`src/rtl/shift_register_pe.sv`:
```
// N-bit register with preset, parallel load and multi-cycle shift-by-N under a busy/done FSM.
// Define SHIFT_REG_ROTATE_EN to turn mode 11 into rotate-left instead of arithmetic right shift.
module shift_register_pe #(
    parameter int               WIDTH        = 8,
    parameter int               SHIFT_BITS   = 3,
    parameter logic [WIDTH-1:0] RESET_VALUE  = '0,
    parameter logic [WIDTH-1:0] PRESET_VALUE = '1
) (
    input  logic                  clock,
    input  logic                  reset,
    input  logic                  input_preset,
    input  logic                  input_clock_enable,
    input  logic                  input_start,
    input  logic [1:0]            input_mode,
    input  logic [SHIFT_BITS-1:0] input_amount,
    input  logic                  input_serial,
    input  logic [WIDTH-1:0]      input_d,
    output logic [WIDTH-1:0]      output_q,
    output logic                  output_serial,
    output logic                  output_busy,
    output logic                  output_done
);

    localparam logic [1:0] MODE_LOAD = 2'b00;

    typedef enum logic {IDLE, SHIFT} state_t;

    state_t                state_q, state_d;
    logic [WIDTH-1:0]      q_q, q_d;
    logic                  serial_q, serial_d;
    logic                  busy_q, busy_d;
    logic                  done_q, done_d;
    logic [1:0]            mode_q, mode_d;
    logic                  ser_in_q, ser_in_d;
    logic [SHIFT_BITS-1:0] rem_q, rem_d;

    logic [1:0]            cmd_mode;
    logic                  cmd_ser;
    logic [WIDTH:0]        shifted;

    // Single shift step; result is {bit shifted out, new register value}.
    function automatic logic [WIDTH:0] shift_once(input logic [WIDTH-1:0] v,
                                                  input logic [1:0] mode,
                                                  input logic sin);
        case (mode)
            2'b01:   shift_once = {v[WIDTH-1], v[WIDTH-2:0], sin};
            2'b10:   shift_once = {v[0], sin, v[WIDTH-1:1]};
`ifdef SHIFT_REG_ROTATE_EN
            2'b11:   shift_once = {v[WIDTH-1], v[WIDTH-2:0], v[WIDTH-1]};
`else
            2'b11:   shift_once = {v[0], v[WIDTH-1], v[WIDTH-1:1]};
`endif
            default: shift_once = {1'b0, v};
        endcase
    endfunction

    // The first shift happens on the accepting edge, so IDLE uses the live command inputs.
    assign cmd_mode = (state_q == IDLE) ? input_mode   : mode_q;
    assign cmd_ser  = (state_q == IDLE) ? input_serial : ser_in_q;
    assign shifted  = shift_once(q_q, cmd_mode, cmd_ser);

    always_ff @(posedge clock) begin
        if (reset) begin
            state_q  <= IDLE;
            q_q      <= RESET_VALUE;
            serial_q <= 1'b0;
            busy_q   <= 1'b0;
            done_q   <= 1'b0;
            mode_q   <= MODE_LOAD;
            ser_in_q <= 1'b0;
            rem_q    <= '0;
        end else if (input_preset) begin
            state_q  <= IDLE;
            q_q      <= PRESET_VALUE;
            serial_q <= 1'b0;
            busy_q   <= 1'b0;
            done_q   <= 1'b0;
            mode_q   <= MODE_LOAD;
            ser_in_q <= 1'b0;
            rem_q    <= '0;
        end else begin
            state_q  <= state_d;
            q_q      <= q_d;
            serial_q <= serial_d;
            busy_q   <= busy_d;
            done_q   <= done_d;
            mode_q   <= mode_d;
            ser_in_q <= ser_in_d;
            rem_q    <= rem_d;
        end
    end

    always_comb begin
        state_d = state_q;
        if (input_clock_enable) begin
            case (state_q)
                IDLE:    if (input_start && input_mode != MODE_LOAD &&
                             input_amount > SHIFT_BITS'(1)) state_d = SHIFT;
                SHIFT:   if (rem_q == SHIFT_BITS'(1)) state_d = IDLE;
                default: state_d = IDLE;
            endcase
        end
    end

    // done defaults low so it is a single-clock pulse even while enable is low.
    always_comb begin
        q_d      = q_q;
        serial_d = serial_q;
        busy_d   = busy_q;
        done_d   = 1'b0;
        mode_d   = mode_q;
        ser_in_d = ser_in_q;
        rem_d    = rem_q;
        if (input_clock_enable) begin
            if (state_q == IDLE) begin
                if (input_start) begin
                    mode_d   = input_mode;
                    ser_in_d = input_serial;
                    rem_d    = '0;
                    if (input_mode == MODE_LOAD) begin
                        q_d    = input_d;
                        done_d = 1'b1;
                    end else if (input_amount == '0) begin
                        done_d = 1'b1;
                    end else begin
                        q_d      = shifted[WIDTH-1:0];
                        serial_d = shifted[WIDTH];
                        rem_d    = input_amount - SHIFT_BITS'(1);
                        if (input_amount == SHIFT_BITS'(1)) done_d = 1'b1;
                        else                               busy_d = 1'b1;
                    end
                end
            end else begin
                q_d      = shifted[WIDTH-1:0];
                serial_d = shifted[WIDTH];
                rem_d    = rem_q - SHIFT_BITS'(1);
                if (rem_q == SHIFT_BITS'(1)) begin
                    busy_d = 1'b0;
                    done_d = 1'b1;
                end
            end
        end
    end

    assign output_q      = q_q;
    assign output_serial = serial_q;
    assign output_busy   = busy_q;
    assign output_done   = done_q;

endmodule

```
`config.mk`:
```
export PLATFORM = sky130hd
export DESIGN_NAME = shift_register_pe
export DESIGN_NICKNAME = d
export VERILOG_FILES = /design/src/rtl/shift_register_pe.sv
export SDC_FILE = /design/constraint.sdc
export NUM_CORES = 1
export LEC_CHECK = 0
export CORE_MARGIN = 4
export CORE_UTILIZATION = 53
export DETAILED_ROUTE_END_ITERATION = 10
export PLACE_DENSITY = 0.84
export RECOVER_POWER = 50
export SYNTH_ARGS = -nofsm -noshare
export SYNTH_HDL_FRONTEND = slang
export SYNTH_SLANG_ARGS = --single-unit
```
`constraint.sdc`:
```
create_clock -name clock -period 2.97 [get_ports clock]
set_clock_uncertainty 0.1 [all_clocks]
set_input_delay 0.4455 -clock clock [delete_from_list [all_inputs] [get_ports clock]]
set_output_delay 0.4455 -clock clock [all_outputs]
set_load 0.005 [all_outputs]
```
# After elaboration in Yosys (flattened, before gate mapping)
# Index checks and enable logic that the tools add are counted.
[classes]
n_addsub = 2
order_cmp = 1
eq_ne = 10
n_mux = 32
bitwise = 2
reduce_logical = 15
[op_table]
columns = ["cell", "count"]
rows = [
  ["$mux W8", 6],
  ["$pmux W9 S3", 1],
  ["$mux W1", 19],
  ["$mux W3", 4],
  ["$eq A3 B1 Y1 const B", 2],
  ["$ne A2 B2 Y1 const B", 3],
  ["$reduce_and A3 Y1", 2],
  ["$reduce_and A6 Y1", 1],
  ["$reduce_bool A2 Y1", 3],
  ["$sub A3 B1 Y3 const B", 2],
  ["$eq A2 B2 Y1 const B", 2],
  ["$ne A4 B4 Y1 const B", 1],
  ["$reduce_and A4 Y1", 1],
  ["$gt A3 B1 Y1 const B", 1],
  ["$logic_not A3 Y1", 1],
  ["$reduce_bool A3 Y1", 1],
  ["$reduce_or A3 Y1", 1],
  ["$eq A2 B1 Y1 const B", 1],
  ["$logic_and A1 B1 Y1", 2],
  ["$logic_not A2 Y1", 1],
  ["$mux W2", 1],
  ["$ne A2 B1 Y1 const B", 1],
  ["$not A1 Y1", 2],
  ["$pmux W1 S2", 1],
  ["2 further kinds", 2],
]
[word_totals]
reg_bits = 18
inputBits = 19
output_inout_bits = 11
elab_cells = 70

# Logic depth before layout (Yosys ltp)
# Gate-level depths: netlist of run 1.
[depth]
word_depth = 9
ltp_mapped = 7
mapped_depth_nobuf = 5

# Least setup slack after synthesis of run 1
# No wires, ideal clock.
[synth_timing]
path_kind = "in2reg"
start = "input input_mode[1]"
end = "register q_q[7], in the netlist output_q[7]"
setup_ns = 0.072
t_arrival_ns = 1.558
t_required_ns = 2.798
setup_slack_ns = 1.241
path_stages = 5
path_cell_list = "buf_2 -> nor2_2 -> o21ai_2 -> or4_1 -> a21oi_1"
[synth_between]
elab_chain_cells = 9
word_cells_on_any_way = 14
[synth_lines]
columns = ["element", "line_no", "text"]
rows = [
  ["start: declaration", "14", "input logic [1:0] input_mode,"],
  ["$mux W2", "58", "assign cmd_mode = (state_q == IDLE) ? input_mode : mode_q;"],
  ["$eq A2 B2 Y1 or $eq A2 B1 Y1 (tied branches)", "45", "case (mode)"],
  ["$pmux W9 S3", "45", ""],
  ["$mux W8", "123", "end else if (input_amount == '0) begin"],
  ["$mux W8", "120", "if (input_mode == MODE_LOAD) begin"],
  ["$mux W8", "116", "if (input_start) begin"],
  ["$mux W8", "115", "if (state_q == IDLE) begin"],
  ["$mux W8", "114", "if (input_clock_enable) begin"],
  ["$mux W8", "72", "end else if (input_preset) begin"],
  ["end signal: assignment", "83", "q_q <= q_d;"],
  ["end: declaration", "29", "logic [WIDTH-1:0] q_q, q_d;"],
]
# Parallel ways exist; a longest one is shown, timed or not. The select of a mux whose other input is x is not followed.
# A chain may end at the register's enable or synchronous reset.

# Worst setup path in the final report of run 1
# Same ends and word-level chain as after synthesis.

==> metrics.csv, run 1 <==
metric,value,unit
status,completed,
antenna_left,0,
start_kind,input pin,
min_period_over_period,73.2,%
yosys.area.top_type_share,28.7,%
max-slew-margin-rel,57.7,%
ir_drop,0.350,mV
cts_tree,built,
drc,0,
drive_gt1_share,14.9,%
worstMarginPinSlew,0.616,ns
arrival,2.31,ns
rr_worst_depth,5,
rsz0062_at_grt,false,
num_vias,1234,
grt_pass1_wl,5240,um
cp-endpoint,output_q[7]$_SDFFE_PP0P_,
wl_per_cell,15.5,um
insertion_delay,0.30,ns
worst_path_max_delay_cell,clkdlybuf4s50_1,
wl,3130,um
path_depth,5,
dp_hpwl,2280,um
die_area,3210,sq um
drt-pass1-iter-count,4,
tns,0,ns
cts_resized,0,
row_count,17,
clockBufferDepth,2,
synth_edf_count,0,
syn-num-nets,173,
synth_area_leaders,"dfxtp_1, a21oi_1, mux2i_1, a311oi_2, nor2_1",
area_delta_synth_final,23.5,%
maxCapViolCount,0,
grt_max_degree,14,
worst_path_dominant_cell_family,buffers and inverters,
fmax,460,MHz
syn_inst,152,
hp-class,register to register,
startpoint,input_mode[1],
yosysTopAreaCell,dfxtp_1,
worstPathMaxFanout,10,
fp.coreArea,2230,sq um
rrSetupSlack,0.81,ns
cts_inserted_buffers,3,
antenna_found_initial,0,
cp-end-kind,register,
initial_core_util,56.2,%
clkTransAtPathRegs,0.11,ns
finalSetupViolations,0,
ys_types,44,
n_fill_cell,189,
synthArstFlopShare,0,%
grt_pass1_vias,1175,
required,3.11,ns
post-route-util,69.5,%
grt_usage,20.8,%
ios,30,
drv_slew,0,
synth_seq_area_share,28.7,%
fin_nets,197,
hold_buffers,0,
routed_via_density,6.11,
diodes,0,
cp.buffers_inverters,1,
h-tree-depth,1,
ys.flop_type,dfxtp_1,
hold_viol,0,
yosys_warnings,0,
timing.rr.start,state_q$_SDFFE_PP0P_,
synth_area,1260,sq um
dieWidth,56.7,um
grt-ovfl-total,0,
crit_path_cell_trace,"clkdlybuf4s50_1, mux2i_1, a2111oi_0, or4_1, a21oi_1",
drt_iter0_markers,25,
max_stage_delay,0.57,ns
p_per_area,361,nW/um^2
post_cts_buffers,0,
io_buffers,29,
p_leak,0.000558,uW
die_h,56.7,um
place.gp.congestion,0.888,
period_needed,2.17,ns
critPathKind,input pin to register,
r2r_end,output_q[7]$_SDFFE_PP0P_,
yosys_register_bits,18,
clock-sinks,18,
cts-root-buf,clkbuf_4,
avgSynthCellArea,8.26,sq um
[worst min-delay path: cells and delay by family (launching register included)]
family	cells	cell delay, ns
AOI/OAI and AO/OA	1	0.05
and+or+nand+nor	1	0.05
DFF	1	0.33
[layout by cell type (no fill, tap or decap), drive strengths merged, types with 5 or more instances in the layout]
cell           netlist  routed
clkdlybuf4s50        0      21
dfxtp               18      18
a21oi               15      15
nor2                13      13
nand2               11      11
dlygate4sd3          0       8
mux2i                8       8
o21ai                8       8
nor3                 7       7
o22ai                6       6
inv                  5       5
nor3b                5       5
[registers in the layout (all words and copies together), names as in the netlist]
| signal | flops |
|---|---|
| output_serial | 1 |
| ser_in_q | 1 |
| output_done | 1 |
| rem_q | 3 |
| output_q | 8 |
| output_busy | 1 |
| state_q | 1 |
| mode_q | 2 |
[logic make-up (layout without fill, tap and decap cells)]
| kind of cell | count (synthesis) | in the layout | synth area share (%) |
|---|---|---|---|
| AOI/OAI and AO/OA | 51 | 51 | 28.8 |
| and+or+nand+nor | 53 | 53 | 24.3 |
| buffers and inverters | 17 | 39 | 6.87 |
| muxes | 11 | 11 | 9.36 |
| DFF | 18 | 18 | 28.7 |
| adders and majority gates | 2 | 2 | 1.99 |
[final cells by class]
class	count	area (sq um)	share of cell area, %
clock buffers	3	22.5	1.45
repair buffers	31	305	19.7
inverters	5	18.8	1.21
multi-input cells	117	810	52.2
well taps	28	35.0	2.26
flip-flops and latches	18	360	23.2
[where the power goes]
group | total (uW) | internal (uW) | switching [uW]
combinational | 159 | 84.3 | 74.9
clock | 129 | 47.4 | 81.3
sequential | 272 | 255 | 17.4
total | 560 | 386 | 174
[stage by stage]
stage / total power [uW] / area, sq um / instances / setup slack (ns) / hold WS, ns
final: 560 / 1550 / 202 / 0.795 / 0.374
after global routing: 595 / 1550 / 202 / 0.641 / 0.392
after CTS: 565 / 1550 / 202 / 0.800 / 0.376
after detailed placement: 438 / 1530 / 199 / 0.491 / 0.361
after global placement: 434 / 1530 / 199 / 0.540 / 0.344
after floorplan: 373 / 1260 / 152 / 1.24 / 0.337
[routing by layer]
layer / global-route usage (%) / routed length [um]
met3: 3.68 / 178
met5: 0 / 0
met4: 9.83 / 46
met1: 23.0 / 1300
met2: 37.8 / 1610
[cells in the mapped netlist, types with 2 or more instances]
library cell  number
dfxtp_1           18
a21oi_1           15
nor2_1            12
nand2_1           11
mux2i_1            7
buf_2              6
o21ai_0            6
o22ai_1            6
inv_1              5
nor3b_1            5
a311oi_2           4
a31o_2             4
clkbuf_1           4
nor3_2             4
mux2_2             3
nor3_1             3
a211oi_1           2
a22oi_1            2
a31oi_1            2
and3_1             2
buf_6              2
ha_1               2
nand2b_1           2
nor2b_1            2
o21a_1             2
or3_1              2
or3b_2             2
[worst min-delay path by stage]
stage                          startpoint                    end  slack (ns)  cells past startpoint
floorplan           rem_q[2]$_SDFFE_PP0P_  rem_q[2]$_SDFFE_PP0P_        0.34                      2
global placement    rem_q[2]$_SDFFE_PP0P_  rem_q[2]$_SDFFE_PP0P_        0.34                      2
detailed placement  rem_q[2]$_SDFFE_PP0P_  rem_q[2]$_SDFFE_PP0P_        0.36                      2
CTS                 rem_q[2]$_SDFFE_PP0P_  rem_q[2]$_SDFFE_PP0P_        0.38                      2
global route        rem_q[2]$_SDFFE_PP0P_  rem_q[2]$_SDFFE_PP0P_        0.39                      2
finish              rem_q[2]$_SDFFE_PP0P_  rem_q[2]$_SDFFE_PP0P_        0.37                      2
No activity file was read; power rests on OpenSTA's default activity.
==> run 2: changes to the inputs <==
CORE_UTILIZATION = 44   (was 53)
PLACE_DENSITY = 0.75   (was 0.84)
clock period = 1.85 ns   (was 2.97 ns; I/O delays follow)
==> run 2 against run 1 <==
Hold slack got worse by 0.0081 ns. Non-clock buffer count increased by 25. Combinational power increased by 90%. Critical path type unchanged. Largest power group unchanged.
==> metrics.csv, run 2 (same netlist as run 1, synthesis figures left out) <==
metric,value,unit,change
post-route-util,64.2,%,was 69.5%
die_h,61.4,um,was 56.7 um
wl_per_cell,15.3,um,was 15.5 um
initial_core_util,45.9,%,was 56.2%
cp.buffers_inverters,1,,unchanged
worstPathMaxFanout,7,,was 10
routed_via_density,5.89,,was 6.11
drc,0,,unchanged
die_area,3770,sq um,was 3210 sq um
finalWorstSetupSlack,0.102,ns,was 0.795 ns
grt_pass1_wl,5570,um,was 5240 um
drv_slew,0,,unchanged
io_buffers,29,,unchanged
cts-root-buf,clkbuf_4,,unchanged
seqCellArea,362,sq um,was 360 sq um
hold_depth,2,,unchanged
dieWidth,61.4,um,was 56.7 um
drive_gt1_share,27.0,%,was 14.9%
worst_path_dominant_cell_family,simple AND/OR/NAND/NOR gates,,was buffers and inverters
n_fill_cell,232,,was 189
tns,0,ns,unchanged
row_count,19,,was 17
crit_path_cell_trace,"clkdlybuf4s50_1, mux2i_1, nor3b_1, or4_1, a21oi_1",,"was clkdlybuf4s50_1, mux2i_1, a2111oi_0, or4_1, a21oi_1"
h-tree-depth,1,,unchanged
num_vias,1361,,was 1234
multi_input_area,811,sq um,was 810 sq um
grt_max_degree,13,,was 14
rr_worst_depth,5,,unchanged
diodes,0,,unchanged
start_kind,input pin,,unchanged
wl,3520,um,was 3130 um
clkTransAtPathRegs,0.11,ns,about the same
fmax,572,MHz,
antenna_found_initial,0,,unchanged
p_per_area,569,nW/um^2,was 361 nW/um^2
rrSetupSlack,0.12,ns,was 0.81 ns
period_needed,1.75,ns,
critPathKind,input pin to register,,unchanged
arrival,1.90,ns,was 2.31 ns
cp-end-kind,register,,unchanged
place.gp.congestion,0.852,,was 0.888
final_cell_count_no_fill,231,,was 202
grt-ovfl-total,0,,unchanged
final_common_cell,buf_4,,was clkdlybuf4s50_1
max-slew-margin-rel,76.5,%,was 57.7%
drt-pass1-iter-count,7,,was 4
hold_path_end,rem_q[2]$_SDFFE_PP0P_,,unchanged
area_delta_synth_final,39.7,%,was 23.5%
max_stage_delay,0.61,ns,was 0.57 ns
dpl.cell_count,227,,was 199
hold_viol,0,,unchanged
r2r_end,output_q[7]$_SDFFE_PP0P_,,unchanged
dp_hpwl,2740,um,was 2280 um
fin_nets,222,,was 197
clock-sinks,18,,unchanged
insertion_delay,0.31,ns,was 0.30 ns
status,completed,,unchanged
power,999,uW,was 560 uW
worst_path_max_delay_cell,clkdlybuf4s50_1,,unchanged
drt_iter0_markers,101,,was 25
p_leak,0.000681,uW,was 0.000558 uW
antenna_left,0,,unchanged
timing.rr.start,state_q$_SDFFE_PP0P_,,unchanged
finalSetupViolations,0,,unchanged
min_from,rem_q[2]$_SDFFE_PP0P_,,unchanged
ios,30,,unchanged
post-place-ws,-0.236,ns,was 0.491 ns
mostFrequentLayoutCells,"buf_4, clkdlybuf4s50_1, dfxtp_1",,"was clkdlybuf4s50_1, dfxtp_1, a21oi_1"
clockBufferDepth,2,,unchanged
grt_pass1_vias,1286,,was 1175
cts_tree,built,,unchanged
cts_inserted_buffers,3,,unchanged
ir_drop,0.503,mV,was 0.350 mV
fp.coreArea,2730,sq um,was 2230 sq um
min_period_over_period,94.5,%,
largest_reg_flops,8,,unchanged
worstMarginPinSlew,0.344,ns,was 0.616 ns
hp-class,register to register,,unchanged
maxCapViolCount,0,,unchanged
grt_usage,19.9,%,was 20.8%
required,2.00,ns,was 3.11 ns
rsz0062_at_grt,false,,unchanged
-- run 2: final cells by class --
class                           instances  area share [%]
Tap cell                               31            2.21
Sequential cell                        18            20.6
Timing Repair Buffer                   56            27.9
Multi-Input combinational cell        117            46.2
Clock buffer                            4            2.07
Inverter                                5            1.07
-- run 2: per-stage QoR --
step | cell area, sq um | hold WS, ns
floorplan | 1260 | 0.321
global placement | 1720 | 0.346
detailed placement | 1720 | 0.354
CTS | 1760 | 0.370
global route | 1760 | 0.381
finish | 1760 | 0.366
-- run 2: worst min-delay path: stages, from the launching register on --
cell and delay (ns):
dfxtp_1 0.33, nand2_1 0.05, a21oi_1 0.05
-- run 2: metal layers --
metal | global-route usage [%] | part of all wire, % | wire, um
met1 | 22.0 | 41 | 1440
met2 | 36.9 | 51 | 1790
met3 | 3.56 | 6.5 | 229
met4 | 8.48 | 1.6 | 58
met5 | 0 | 0 | 0
-- run 2: worst max-delay path by stage --
stage	start	to	slack (ns)	cells past startpoint
floorplan	state_q$_SDFFE_PP0P_	output_q[1]$_SDFFE_PP0P_	0.17	6
global placement	input_amount[2]	output_q[4]$_SDFFE_PP0P_	-0.21	5
finish	input_mode[1]	output_q[7]$_SDFFE_PP0P_	0.10	5
detailed placement	input_amount[2]	output_q[5]$_SDFFE_PP0P_	-0.24	5
global route	input_mode[1]	output_q[5]$_SDFFE_PP0P_	0.02	6
CTS	state_q$_SDFFE_PP0P_	output_q[4]$_SDFFE_PP0P_	0.05	5
-- run 2: power breakdown --
part | total, uW | switching, uW | internal (uW)
sequential | 438 | 28.6 | 409
clock | 259 | 139 | 120
combinational | 302 | 131 | 171
total | 999 | 298 | 701
-- run 2: repair_timing --
action	CTS	global route
gates resized for setup	0	2
setup endpoints to repair	0	6
hold buffers	0	0
setup buffers	0	0
==> run 3: changes to the inputs <==
CORE_UTILIZATION = 53   (was 44)
PLACE_DENSITY = 0.84   (was 0.75)
SKIP_CTS_REPAIR_TIMING = 1   (was unset)
clock period = 2.2 ns   (was 1.85 ns; I/O delays follow)
==> run 3 against run 2 <==
Sequential power decreased by 16%. Register-to-register slack gained 0.16 ns. Die area down 15%. Critical path depth unchanged. First-iteration DRC count is 54% lower. Power fell by 23%.
==> metrics.csv, run 3 (same netlist as run 1, synthesis figures left out) <==
metric,value,unit,change
row_count,17,,was 19
ios,30,,unchanged
swShare,29.7,%,was 29.9%
maxCapViolCount,0,,unchanged
antenna_left,0,,unchanged
min_from,rem_q[2]$_SDFFE_PP0P_,,unchanged
initial_core_util,56.2,%,was 45.9%
p_per_area,462,nW/um^2,was 569 nW/um^2
drt-pass1-iter-count,4,,was 7
dp_hpwl,2620,um,was 2740 um
cts-root-buf,clkbuf_4,,unchanged
tns,0,ns,unchanged
largest_reg_flops,8,,unchanged
cts_inserted_buffers,3,,unchanged
grt_pass1_wl,5870,um,was 5570 um
grt_max_degree,13,,unchanged
die_area,3210,sq um,was 3770 sq um
drc,0,,unchanged
multi_input_area,807,sq um,was 811 sq um
insertion_delay,0.29,ns,was 0.31 ns
p_clk_share,20.9,%,was 26.0%
fin_nets,213,,was 222
mostFrequentLayoutCells,"clkdlybuf4s50_1, dfxtp_1, buf_4",,"was buf_4, clkdlybuf4s50_1, dfxtp_1"
rsz0062_at_grt,false,,unchanged
min_period_over_period,88.3,%,
drive_gt1_share,21.6,%,was 27.0%
required,2.31,ns,was 2.00 ns
critPathKind,input pin to register,,unchanged
p_leak,0.000632,uW,was 0.000681 uW
place_area,1650,sq um,was 1720 sq um
die_h,56.7,um,was 61.4 um
n_fill_cell,184,,was 232
fmax,514,MHz,
dieWidth,56.7,um,was 61.4 um
combPwrFrac,31.2,%,was 30.3%
clkTransAtPathRegs,0.10,ns,was 0.11 ns
worstMarginPinSlew,0.463,ns,was 0.344 ns
seqCellArea,360,sq um,was 362 sq um
worstPathMaxFanout,10,,was 7
area_delta_synth_final,32.6,%,was 39.7%
post-place-ws,0.0130,ns,was -0.236 ns
routed_via_density,6.17,,was 5.89
cts_tree,built,,unchanged
io_buffers,29,,unchanged
p_int,540,uW,was 701 uW
arrival,2.05,ns,was 1.90 ns
h-tree-depth,1,,unchanged
ir_drop,0.286,mV,was 0.503 mV
num_vias,1346,,was 1361
status,completed,,unchanged
diodes,0,,unchanged
cp-end-kind,register,,unchanged
final_common_cell,clkdlybuf4s50_1,,was buf_4
grt_usage,22.4,%,was 19.9%
place.gp.congestion,0.931,,was 0.852
switchingPower,229,uW,was 298 uW
startpoint,input_mode[0],,was input_mode[1]
final_cell_count_no_fill,218,,was 231
wl,3350,um,was 3520 um
max-slew-margin-rel,69.1,%,was 76.5%
drt_iter0_markers,46,,was 101
grt_pass1_vias,1363,,was 1286
period_needed,1.94,ns,
start_kind,input pin,,unchanged
timing.rr.start,state_q$_SDFFE_PP0P_,,unchanged
drv_slew,0,,unchanged
hold_viol,0,,unchanged
wl_per_cell,15.4,um,was 15.3 um
stdcell_area,1670,sq um,was 1760 sq um
finalSetupViolations,0,,unchanged
p_seq_share,47.9,%,was 43.8%
clock-sinks,18,,unchanged
antenna_found_initial,0,,unchanged
finalWorstSetupSlack,0.256,ns,was 0.102 ns
grt-ovfl-total,0,,unchanged
power,769,uW,was 999 uW
hp-class,register to register,,unchanged
clockBufferDepth,2,,unchanged
fp.coreArea,2230,sq um,was 2730 sq um
dpl.cell_count,215,,was 227
[run 3: cell types whose count changed in the layout (fill, tap and decap cells not counted), sizes merged]
cell / previous run / this run
buf: 26 / 17
clkdlybuf4s50: 25 / 21
dlygate4sd3: 4 / 8
clkbuf: 5 / 4
[run 3: per-stage QoR]
step | util (%) | hold WS (ns)
after global routing | 74.6 | 0.407
after detailed placement | 73.8 | 0.350
final | 74.6 | 0.374
after global placement | 73.8 | 0.345
after floorplan | - | 0.337
after CTS | 74.8 | 0.364
[run 3: power by group through the flow]
stage / registers, uW / logic, uW / clock network [uW]
6_report: 369 / 240 / 160
5_1_grt: 372 / 262 / 182
4_1_cts: 368 / 244 / 164
3_5_place_dp: 375 / 242 / 0
3_3_place_gp: 375 / 236 / 0
2_1_floorplan: 370 / 133 / 0
[run 3: cell type report]
type | instances | share of cell area [%]
inverter | 5 | 1.13
clock buffer | 3 | 1.35
tap | 28 | 2.10
timing repair buffer | 47 | 25.3
sequential | 18 | 21.6
multi-input combinational | 117 | 48.5
[run 3: layer usage]
layer / wire, um / GRT usage [%] / vias to the layer above
li1: - / - / 642
met2: 1680 / 38.9 / 64
met4: 68 / 10.5 / 0
met5: 0 / 0 / -
met1: 1370 / 25.7 / 631
met3: 230 / 4.83 / 9
[run 3: worst paths after layout]
| kind | end | slack [ns] | depth (start not counted) |
|---|---|---|---|
| max | output_q[1]$_SDFFE_PP0P_ | 0.26 | 5 |
| min | rem_q[2]$_SDFFE_PP0P_ | 0.37 | 2 |
| max reg2reg | output_q[1]$_SDFFE_PP0P_ | 0.28 | 5 |
| min reg2reg | rem_q[2]$_SDFFE_PP0P_ | 0.37 | 2 |
[run 3: critical path, stage by stage]
cell and delay, ns:
dlygate4sd3_1 0.68, nor2_1 0.25, o21a_1 0.46, nor3_2 0.09, a311oi_2 0.25
